--- src/rtl/vram_arbiter.sv ---
// Single-port VRAM arbiter: video fetches always win the RAM slot, CPU writes
// are posted through a small FIFO, and CPU reads wait behind every earlier write.
module vram_arbiter #(
  parameter int unsigned WFIFO_DEPTH = 4
) (
  input  logic                         pixel_clock,
  input  logic                         reset,
  input  logic                         vid_slot,
  input  logic [15:0]                  vid_adr,
  output logic [7:0]                   vid_dat,
  input  logic                         cpu_req,
  input  logic                         cpu_we,
  input  logic [15:0]                  cpu_adr,
  input  logic [7:0]                   cpu_wdat,
  output logic                         cpu_ready,
  output logic                         cpu_ack,
  output logic [7:0]                   cpu_rdat,
  output logic [$clog2(WFIFO_DEPTH):0] wfifo_level,
  output logic [15:0]                  ram_adr,
  output logic                         ram_we,
  output logic [7:0]                   ram_wdat,
  input  logic [7:0]                   ram_rdat
);
  localparam int unsigned PTR_W = $clog2(WFIFO_DEPTH);
  localparam int unsigned LVL_W = PTR_W + 1;
  localparam int unsigned ADR_W = 16;
  localparam int unsigned DAT_W = 8;

  typedef struct packed {
    logic [ADR_W-1:0] adr;
    logic [DAT_W-1:0] dat;
  } wentry_t;

  typedef struct packed {
    logic valid;
    logic is_vid;
  } tag_t;

  typedef enum logic [1:0] {GNT_IDLE, GNT_VID, GNT_WR, GNT_RD} grant_e;

  wentry_t          wmem_q [WFIFO_DEPTH];
  logic [PTR_W-1:0] wr_ptr_q, wr_ptr_d;
  logic [PTR_W-1:0] rd_ptr_q, rd_ptr_d;
  logic [LVL_W-1:0] level_q, level_d;
  logic             rd_pending_q, rd_pending_d;
  logic             rd_inflight_q, rd_inflight_d;
  logic [ADR_W-1:0] rd_adr_q, rd_adr_d;
  tag_t             tag1_q, tag1_d;
  tag_t             tag2_q, tag2_d;
  logic [ADR_W-1:0] ram_adr_q, ram_adr_d;
  logic             ram_we_q, ram_we_d;
  logic [DAT_W-1:0] ram_wdat_q, ram_wdat_d;
  logic [DAT_W-1:0] vid_dat_q, vid_dat_d;
  logic [DAT_W-1:0] cpu_rdat_q, cpu_rdat_d;
  logic             cpu_ack_q, cpu_ack_d;

  grant_e  grant;
  wentry_t head;
  logic    fifo_full;
  logic    push;
  logic    pop;
  logic    rd_accept;

  assign fifo_full = (level_q == LVL_W'(WFIFO_DEPTH));
  assign cpu_ready = !reset && !fifo_full && !rd_pending_q;
  assign push      = cpu_req && cpu_we && cpu_ready;
  assign rd_accept = cpu_req && !cpu_we && cpu_ready;
  assign head      = wmem_q[rd_ptr_q];
  assign pop       = (grant == GNT_WR);

  // Slot grant; a read only goes once every earlier write has drained
  always_comb begin
    grant = GNT_IDLE;
    if (vid_slot) begin
      grant = GNT_VID;
    end else if (level_q != '0) begin
      grant = GNT_WR;
    end else if (rd_pending_q && !rd_inflight_q) begin
      grant = GNT_RD;
    end
  end

  always_comb begin
    wr_ptr_d      = wr_ptr_q;
    rd_ptr_d      = rd_ptr_q;
    level_d       = level_q + LVL_W'(push) - LVL_W'(pop);
    rd_pending_d  = rd_pending_q;
    rd_inflight_d = rd_inflight_q;
    rd_adr_d      = rd_adr_q;
    tag1_d        = '0;
    tag2_d        = tag1_q;
    ram_adr_d     = ram_adr_q;
    ram_we_d      = 1'b0;
    ram_wdat_d    = ram_wdat_q;
    vid_dat_d     = vid_dat_q;
    cpu_rdat_d    = cpu_rdat_q;
    cpu_ack_d     = 1'b0;

    if (push) wr_ptr_d = wr_ptr_q + PTR_W'(1);
    if (pop)  rd_ptr_d = rd_ptr_q + PTR_W'(1);

    case (grant)
      GNT_VID: begin
        ram_adr_d     = vid_adr;
        tag1_d.valid  = 1'b1;
        tag1_d.is_vid = 1'b1;
      end
      GNT_WR: begin
        ram_adr_d  = head.adr;
        ram_wdat_d = head.dat;
        ram_we_d   = 1'b1;
      end
      GNT_RD: begin
        ram_adr_d     = rd_adr_q;
        tag1_d.valid  = 1'b1;
        rd_inflight_d = 1'b1;
      end
      default: ;
    endcase

    // RAM data for a grant two edges back is on ram_rdat now
    if (tag2_q.valid) begin
      if (tag2_q.is_vid) begin
        vid_dat_d = ram_rdat;
      end else begin
        cpu_rdat_d    = ram_rdat;
        cpu_ack_d     = 1'b1;
        rd_pending_d  = 1'b0;
        rd_inflight_d = 1'b0;
      end
    end

    if (rd_accept) begin
      rd_pending_d = 1'b1;
      rd_adr_d     = cpu_adr;
    end
  end

  // FIFO storage needs no reset: occupancy alone decides what is valid
  always_ff @(posedge pixel_clock) begin
    if (push) wmem_q[wr_ptr_q] <= '{adr: cpu_adr, dat: cpu_wdat};
  end

  always_ff @(posedge pixel_clock) begin
    if (reset) begin
      wr_ptr_q      <= '0;
      rd_ptr_q      <= '0;
      level_q       <= '0;
      rd_pending_q  <= 1'b0;
      rd_inflight_q <= 1'b0;
      rd_adr_q      <= '0;
      tag1_q        <= '0;
      tag2_q        <= '0;
      ram_adr_q     <= '0;
      ram_we_q      <= 1'b0;
      ram_wdat_q    <= '0;
      vid_dat_q     <= '0;
      cpu_rdat_q    <= '0;
      cpu_ack_q     <= 1'b0;
    end else begin
      wr_ptr_q      <= wr_ptr_d;
      rd_ptr_q      <= rd_ptr_d;
      level_q       <= level_d;
      rd_pending_q  <= rd_pending_d;
      rd_inflight_q <= rd_inflight_d;
      rd_adr_q      <= rd_adr_d;
      tag1_q        <= tag1_d;
      tag2_q        <= tag2_d;
      ram_adr_q     <= ram_adr_d;
      ram_we_q      <= ram_we_d;
      ram_wdat_q    <= ram_wdat_d;
      vid_dat_q     <= vid_dat_d;
      cpu_rdat_q    <= cpu_rdat_d;
      cpu_ack_q     <= cpu_ack_d;
    end
  end

  assign wfifo_level = level_q;
  assign ram_adr     = ram_adr_q;
  assign ram_we      = ram_we_q;
  assign ram_wdat    = ram_wdat_q;
  assign vid_dat     = vid_dat_q;
  assign cpu_rdat    = cpu_rdat_q;
  assign cpu_ack     = cpu_ack_q;

endmodule

--- config.mk ---
export PLATFORM = sky130hd
export DESIGN_NAME = vram_arbiter
export DESIGN_NICKNAME = d
export VERILOG_FILES = /design/src/rtl/vram_arbiter.sv
export SDC_FILE = /design/constraint.sdc
export NUM_CORES = 1
export LEC_CHECK = 0
export ABC_AREA = 1
export CAP_MARGIN = 20
export CORE_ASPECT_RATIO = 1.75
export CORE_MARGIN = 1
export CORE_UTILIZATION = 35
export DETAILED_ROUTE_END_ITERATION = 8
export GPL_ROUTABILITY_DRIVEN = 0
export PLACE_DENSITY = 0.52
export RECOVER_POWER = 25
export REMOVE_ABC_BUFFERS = 1
export SYNTH_ARGS = -nofsm -noshare
export SYNTH_HDL_FRONTEND = slang
export SYNTH_SLANG_ARGS = --single-unit
--- constraint.sdc ---
create_clock -name pixel_clock -period 3.3 [get_ports pixel_clock]
set_clock_uncertainty 0.15 [all_clocks]
set_input_delay 0.33 -clock pixel_clock [delete_from_list [all_inputs] [get_ports pixel_clock]]
set_output_delay 0.33 -clock pixel_clock [all_outputs]
set_load 0.01 [all_outputs]
==> flow_summary.yaml, run 1 <==
outcome:
  status: "finished with violations"
  violations: "design-rule violations"
clock_network:
  clk_latency_ns: 0.43
  holdBufCountCts: 0
  clkSinkCount: 169
  root_buffer: "clkbuf_16"
  clkTransAtPathRegs_ns: 0.07
  cts_resized: 0
  cts_setup_buffers: 0
  cts_tree: "yes"
  cts_max_level: 4
  cts_buffer_depth: 2
  cts_inserted_buffers: 17
global_routing:
  grt_pass1_wl_mm: 27.5
  antenna_found_initial: 0
  first_global_vias: 5392
  grt_max_degree: 49
  gr-total-overflow: 0
  track_usage: 0.187
worst_setup_path:
  worstPathRequired_ns: 3.49
  r2r-start: "wfifo_level[1]"
  r2r_slack_ns: 0.68
  reg2reg_to: "wfifo_level[2]"
  worstRegToRegCells: 13
  path_class: "in2reg"
  crit_path_end_kind: "register"
  cp_max_fo: 7
  crit_path_start_kind: "input port"
  worstPathArrival_ns: 2.84
logic_synthesis:
  post_synth_instance_area_um2: 6790
  yosysTopAreaCell: "edfxtp_1"
  netlist_instances: 688
  synthMostInstantiatedCell: "nand2_1"
  ys_warn_count: 0
  synth_top_cells_by_count: "nand2_1, edfxtp_1, nor2_1, nand3_1, dfxtp_1"
  synth_area_per_cell_um2: 9.87
  yosysSeqAreaShare: 0.640
  ys_types: 30
  yosys-top-cells-area: "edfxtp_1, dfxtp_1, nand2_1"
  synthArstFlopShare: 0
  synth_flop_cell: "edfxtp_1"
  yosys_register_bits: 169
  yosysTopAreaCellShare: 0.425
  synth_edf_count: 96
placement:
  io_buffers: 98
  placed_cell_area_um2: 8000
  hpwl_mm: 11.4
hold_path:
  min_from: "tag1_q[1]"
  whs_endpoint: "tag2_q[1]"
  hp-class: "reg2reg"
  holdPathStages: 2
sta:
  setup_tns_ns: 0
  rsz0062_at_grt: "no"
  hold_viol: 0
  finalCritPeriodShare: 0.803
  worst_pin_slew_ns: 0.901
  slew_headroom: 0.398
  setup_viol: 0
  period_minus_slack_ns: 2.65
  fmax_mhz: 377
  drv_slew: 0
die:
  fp.dieH_um: 186
  core_area_um2: 19100
  rows: 67
  start_util: 0.355
  dieArea_um2: 20000
  die_w_um: 107
  io_pins: 99
cells_and_area:
  area.growth.synth_to_final_pct: 26.4
  utilization: 0.449
  diodes: 0
  drive_above_1_share: 0.0915
  final_cell_area_um2: 8580
  final_nets: 845
pwr:
  power.density_nw_per_um2: 695
  p_total_mw: 5.96
  p_leak_nw: 3.32
  ir_drop_mv: 0.325
routing:
  drc_errors: 2
  dr.pass1.iters: 6
  via_per_inst: 4.99
  ant_nets: 0
  wire_per_inst_um: 17.0
  wirelength_mm: 17.7
  num_vias: 5180
  dr.first_iter.drc_count: 305
flow_run:
  max_cap_violations: 0
[layout make-up]
type                       count  area [um^2]
clock inverter                15          159
tap                          241          302
timing repair buffer         116         1120
inverter                      58          220
fill                        1833        10500
clock buffer                  17          425
sequential                   169         4340
multi-input combinational    423         2010
[logic make-up after synthesis]
family          Yosys count  synth area share
flops                   169             0.640
simple gates            321             0.206
compound gates           93            0.0728
buf+inv                  96            0.0649
xor+xnor                  2           0.00258
fa+ha+maj                 7            0.0140
[how the worst max path moves through the flow]
stage | startpoint | to | slack, ns
floorplan | wfifo_level[1] | wfifo_level[2] | 0.55
global placement | reset | wfifo_level[2] | 0.29
detailed placement | reset | wfifo_level[2] | 0.23
CTS | reset | wfifo_level[2] | 0.66
global route | reset | wfifo_level[2] | 0.48
finish | reset | wfifo_level[2] | 0.65
[power breakdown]
| group | internal [mW] | switching (mW) |
|---|---|---|
| clock network | 1.01 | 0.919 |
| registers | 2.40 | 0.102 |
| logic | 0.588 | 0.943 |
| total | 4.00 | 1.96 |
[routing by layer]
metal / global-route usage / up-vias / part of all wire
li1: - / 2507 / -
met1: 0.192 / 2493 / 0.37
met2: 0.360 / 155 / 0.56
met3: 0.0331 / 25 / 0.049
met4: 0.0877 / 0 / 0.020
met5: 0 / - / 0
[sequential cells by signal, summed over array words and instances, names as in the netlist, named ones only]
name,cells
rd_inflight_q,1
rd_pending_q,1
rd_adr_q,16
wr_ptr_q,2
rd_ptr_q,2
wfifo_level,3
tag1_q,2
ram_wdat,8
ram_adr,16
ram_we,1
cpu_ack,1
cpu_rdat,8
wmem_q,96
vid_dat,8
tag2_q,2
[critical path, stage by stage]
cell and delay (ns):
clkdlybuf4s50_1 0.49, nor2_1 0.21, nand2_1 0.11, nor2_1 0.17, inv_1 0.17, ha_1 0.33, inv_1 0.06, ha_1 0.13
inv_1 0.05, fa_1 0.38, xnor2_1 0.19, o21ai_0 0.10, a21oi_1 0.13
[through the flow]
| step | hold WS (ns) | setup WS, ns | cells |
|---|---|---|---|
| floorplan | 0.238 | 0.548 | 650 |
| global placement | 0.242 | 0.293 | 1007 |
| detailed placement | 0.249 | 0.233 | 1007 |
| CTS | 0.260 | 0.664 | 1039 |
| global route | 0.290 | 0.477 | 1039 |
| finish | 0.256 | 0.651 | 1039 |
[layout by cell type, fill, tap and decap left out, drive strengths merged]
cell type | netlist | layout
or2 | 4 | 4
nand3 | 77 | 77
a21oi | 31 | 31
buf | 32 | 18
nor2 | 86 | 86
clkinv | 1 | 7
o22ai | 8 | 8
dfxtp | 73 | 73
xor2 | 1 | 1
edfxtp | 96 | 96
clkdlybuf4s50 | 0 | 77
o211ai | 6 | 6
xnor2 | 1 | 1
nand4 | 17 | 17
o21ai | 48 | 48
inv | 57 | 64
clkbuf | 6 | 17
clkinvlp | 0 | 2
fa | 1 | 1
ha | 6 | 6
nand2 | 137 | 137
dlygate4sd3 | 0 | 21
(Power assumes the default switching activity.)
==> inputs of run 2 (changes only) <==
PLACE_DENSITY = 0.54   (was 0.52)
clock period = 2.3 ns   (was 3.3 ns; I/O delays follow)
==> flow_summary.yaml, run 2 (synthesis results as in run 1) <==
pwr:
  power.density_nw_per_um2: 984
  ir_drop_mv: 0.588
  p_sw_mw: 2.68
  p_clk_frac: 0.310
  switching_share: 0.312
  p_leak_nw: 3.39
  p_comb_frac: 0.273
  p_seq_frac: 0.417
  p_int_mw: 5.92
cells_and_area:
  final_cell_area_um2: 8750
  utilization: 0.458
  layout_common_cells: "nand2_1, edfxtp_1, nor2_1, clkdlybuf4s50_1, nand3_1"
  multiInputGateArea_um2: 2040
  diodes: 0
  final_nets: 860
  largest_reg_flops: 96
  regMostFlops: "wmem_q"
  final_common_cell: "nand2_1"
  register_area_um2: 4350
  nFillCells: 1849
  drive_above_1_share: 0.112
  area.growth.synth_to_final_pct: 28.9
global_routing:
  grt_pass1_wl_mm: 27.2
  antenna_found_initial: 0
  grt_max_degree: 39
  track_usage: 0.184
  gr-total-overflow: 0
  first_global_vias: 5131
die:
  die_w_um: 107
  core_area_um2: 19100
  rows: 67
  start_util: 0.355
  fp.dieH_um: 186
  dieArea_um2: 20000
  io_pins: 99
placement:
  placed_cell_area_um2: 8160
  io_buffers: 98
  post-place-ws_ns: -0.391
  hpwl_mm: 12.4
clock_network:
  root_buffer: "clkbuf_16"
  clkSinkCount: 169
  cts_tree: "yes"
  clkTransAtPathRegs_ns: 0.07
  cts_max_level: 4
  cts_inserted_buffers: 17
  cts_buffer_depth: 2
  clk_latency_ns: 0.42
sta:
  setup_viol: 0
  period_minus_slack_ns: 2.18
  slew_headroom: 0.680
  finalCritPeriodShare: 0.948
  fmax_mhz: 459
  fin_ws_ns: 0.120
  drv_slew: 0
  hold_viol: 0
  worst_pin_slew_ns: 0.479
  hold_ws_ns: 0.218
worst_setup_path:
  cp-endpoint: "wfifo_level[2]"
  startpoint: "wfifo_level[0]"
  r2r_slack_ns: 0.12
  reg2reg_to: "wfifo_level[2]"
  path_class: "reg2reg"
  worstPathRequired_ns: 2.47
  worstRegToRegCells: 13
  cp_max_fo: 2
  crit_path_start_kind: "register"
  worstPathArrival_ns: 2.35
  r2r-start: "wfifo_level[0]"
  crit_path_end_kind: "register"
routing:
  via_per_inst: 4.91
  dr.first_iter.drc_count: 278
  drc_errors: 0
  num_vias: 5173
  ant_nets: 0
  dr.pass1.iters: 6
  wirelength_mm: 17.6
  wire_per_inst_um: 16.7
outcome:
  status: "completed"
hold_path:
  hp-class: "in2reg"
  min_from: "ram_rdat[3]"
flow_run:
  max_cap_violations: 0
## run 2: cell types whose count changed in the layout (fill, tap and decap cells not counted), sizes merged
cell,delta
bufinv,+1
inv,-6
clkinvlp,+4
clkbuf,+5
clkdlybuf4s50,+1
dlygate4sd3,-1
buf,+15
clkinv,-4
## run 2: worst max-delay path, cell delays in order, from the launching register on
cell and delay (ns):
dfxtp_2 0.36, nor2_4 0.05, nand2_2 0.07, nand2_2 0.08
nor2_4 0.11, inv_1 0.07, ha_1 0.29, inv_1 0.06
ha_1 0.12, inv_1 0.05, fa_2 0.35, xnor2_2 0.15
o21ai_1 0.11, a21oi_1 0.05
## run 2: final cells by class
| cell class | count | share of cell area |
|---|---|---|
| repair buffers | 131 | 0.148 |
| inverters | 58 | 0.0252 |
| clock buffers | 22 | 0.0519 |
| flip-flops and latches | 169 | 0.497 |
| well taps | 241 | 0.0345 |
| clock inverters | 10 | 0.0110 |
| multi-input cells | 423 | 0.233 |
## run 2: power groups by stage
| stage | Clock, mW | Sequential [mW] | Combinational [mW] |
|---|---|---|---|
| finish | 2.67 | 3.59 | 2.35 |
| CTS | 2.74 | 3.59 | 2.35 |
| detailed placement | 0 | 3.65 | 2.34 |
| global route | 2.83 | 3.62 | 2.61 |
| floorplan | 0 | 3.77 | 1.10 |
| global placement | 0 | 3.64 | 2.31 |
## run 2: repair_timing
action	CTS	global route
gates resized for setup	2	8
pin swaps	0	2
buffers inserted	0	1
hold buffers	0	0
endpoints found under the setup margin	1	1
## run 2: metal layers
layer	wire (um)	share of wire	GRT usage	up-vias
met5	0	0	0	-
met4	506	0.029	0.0833	0
met3	566	0.032	0.0307	32
met2	9800	0.56	0.358	123
met1	6730	0.38	0.190	2479
li1	-	-	-	2539
## run 2: worst min path at each step
stage                           to  slack (ns)  depth (start not counted)
floorplan           wfifo_level[1]        0.15                          1
global placement         tag2_q[0]        0.24                          2
detailed placement       tag2_q[0]        0.25                          2
CTS                     vid_dat[3]        0.20                          3
global route            vid_dat[4]        0.22                          3
finish                  vid_dat[3]        0.22                          3
## run 2: stage by stage
| stage | instances | setup TNS (ns) | power (mW) |
|---|---|---|---|
| floorplan | 650 | -24.24 | 4.87 |
| global placement | 1021 | -0.583 | 5.94 |
| detailed placement | 1021 | -0.597 | 5.98 |
| CTS | 1053 | 0 | 8.68 |
| global route | 1054 | -0.00719 | 9.06 |
| finish | 1054 | 0 | 8.61 |
==> inputs of run 3 (changes only) <==
SLEW_MARGIN = 15   (was default)
==> results of run 3 <==
Same layout as run 2: the final DEF is identical, and so are final timing and power.
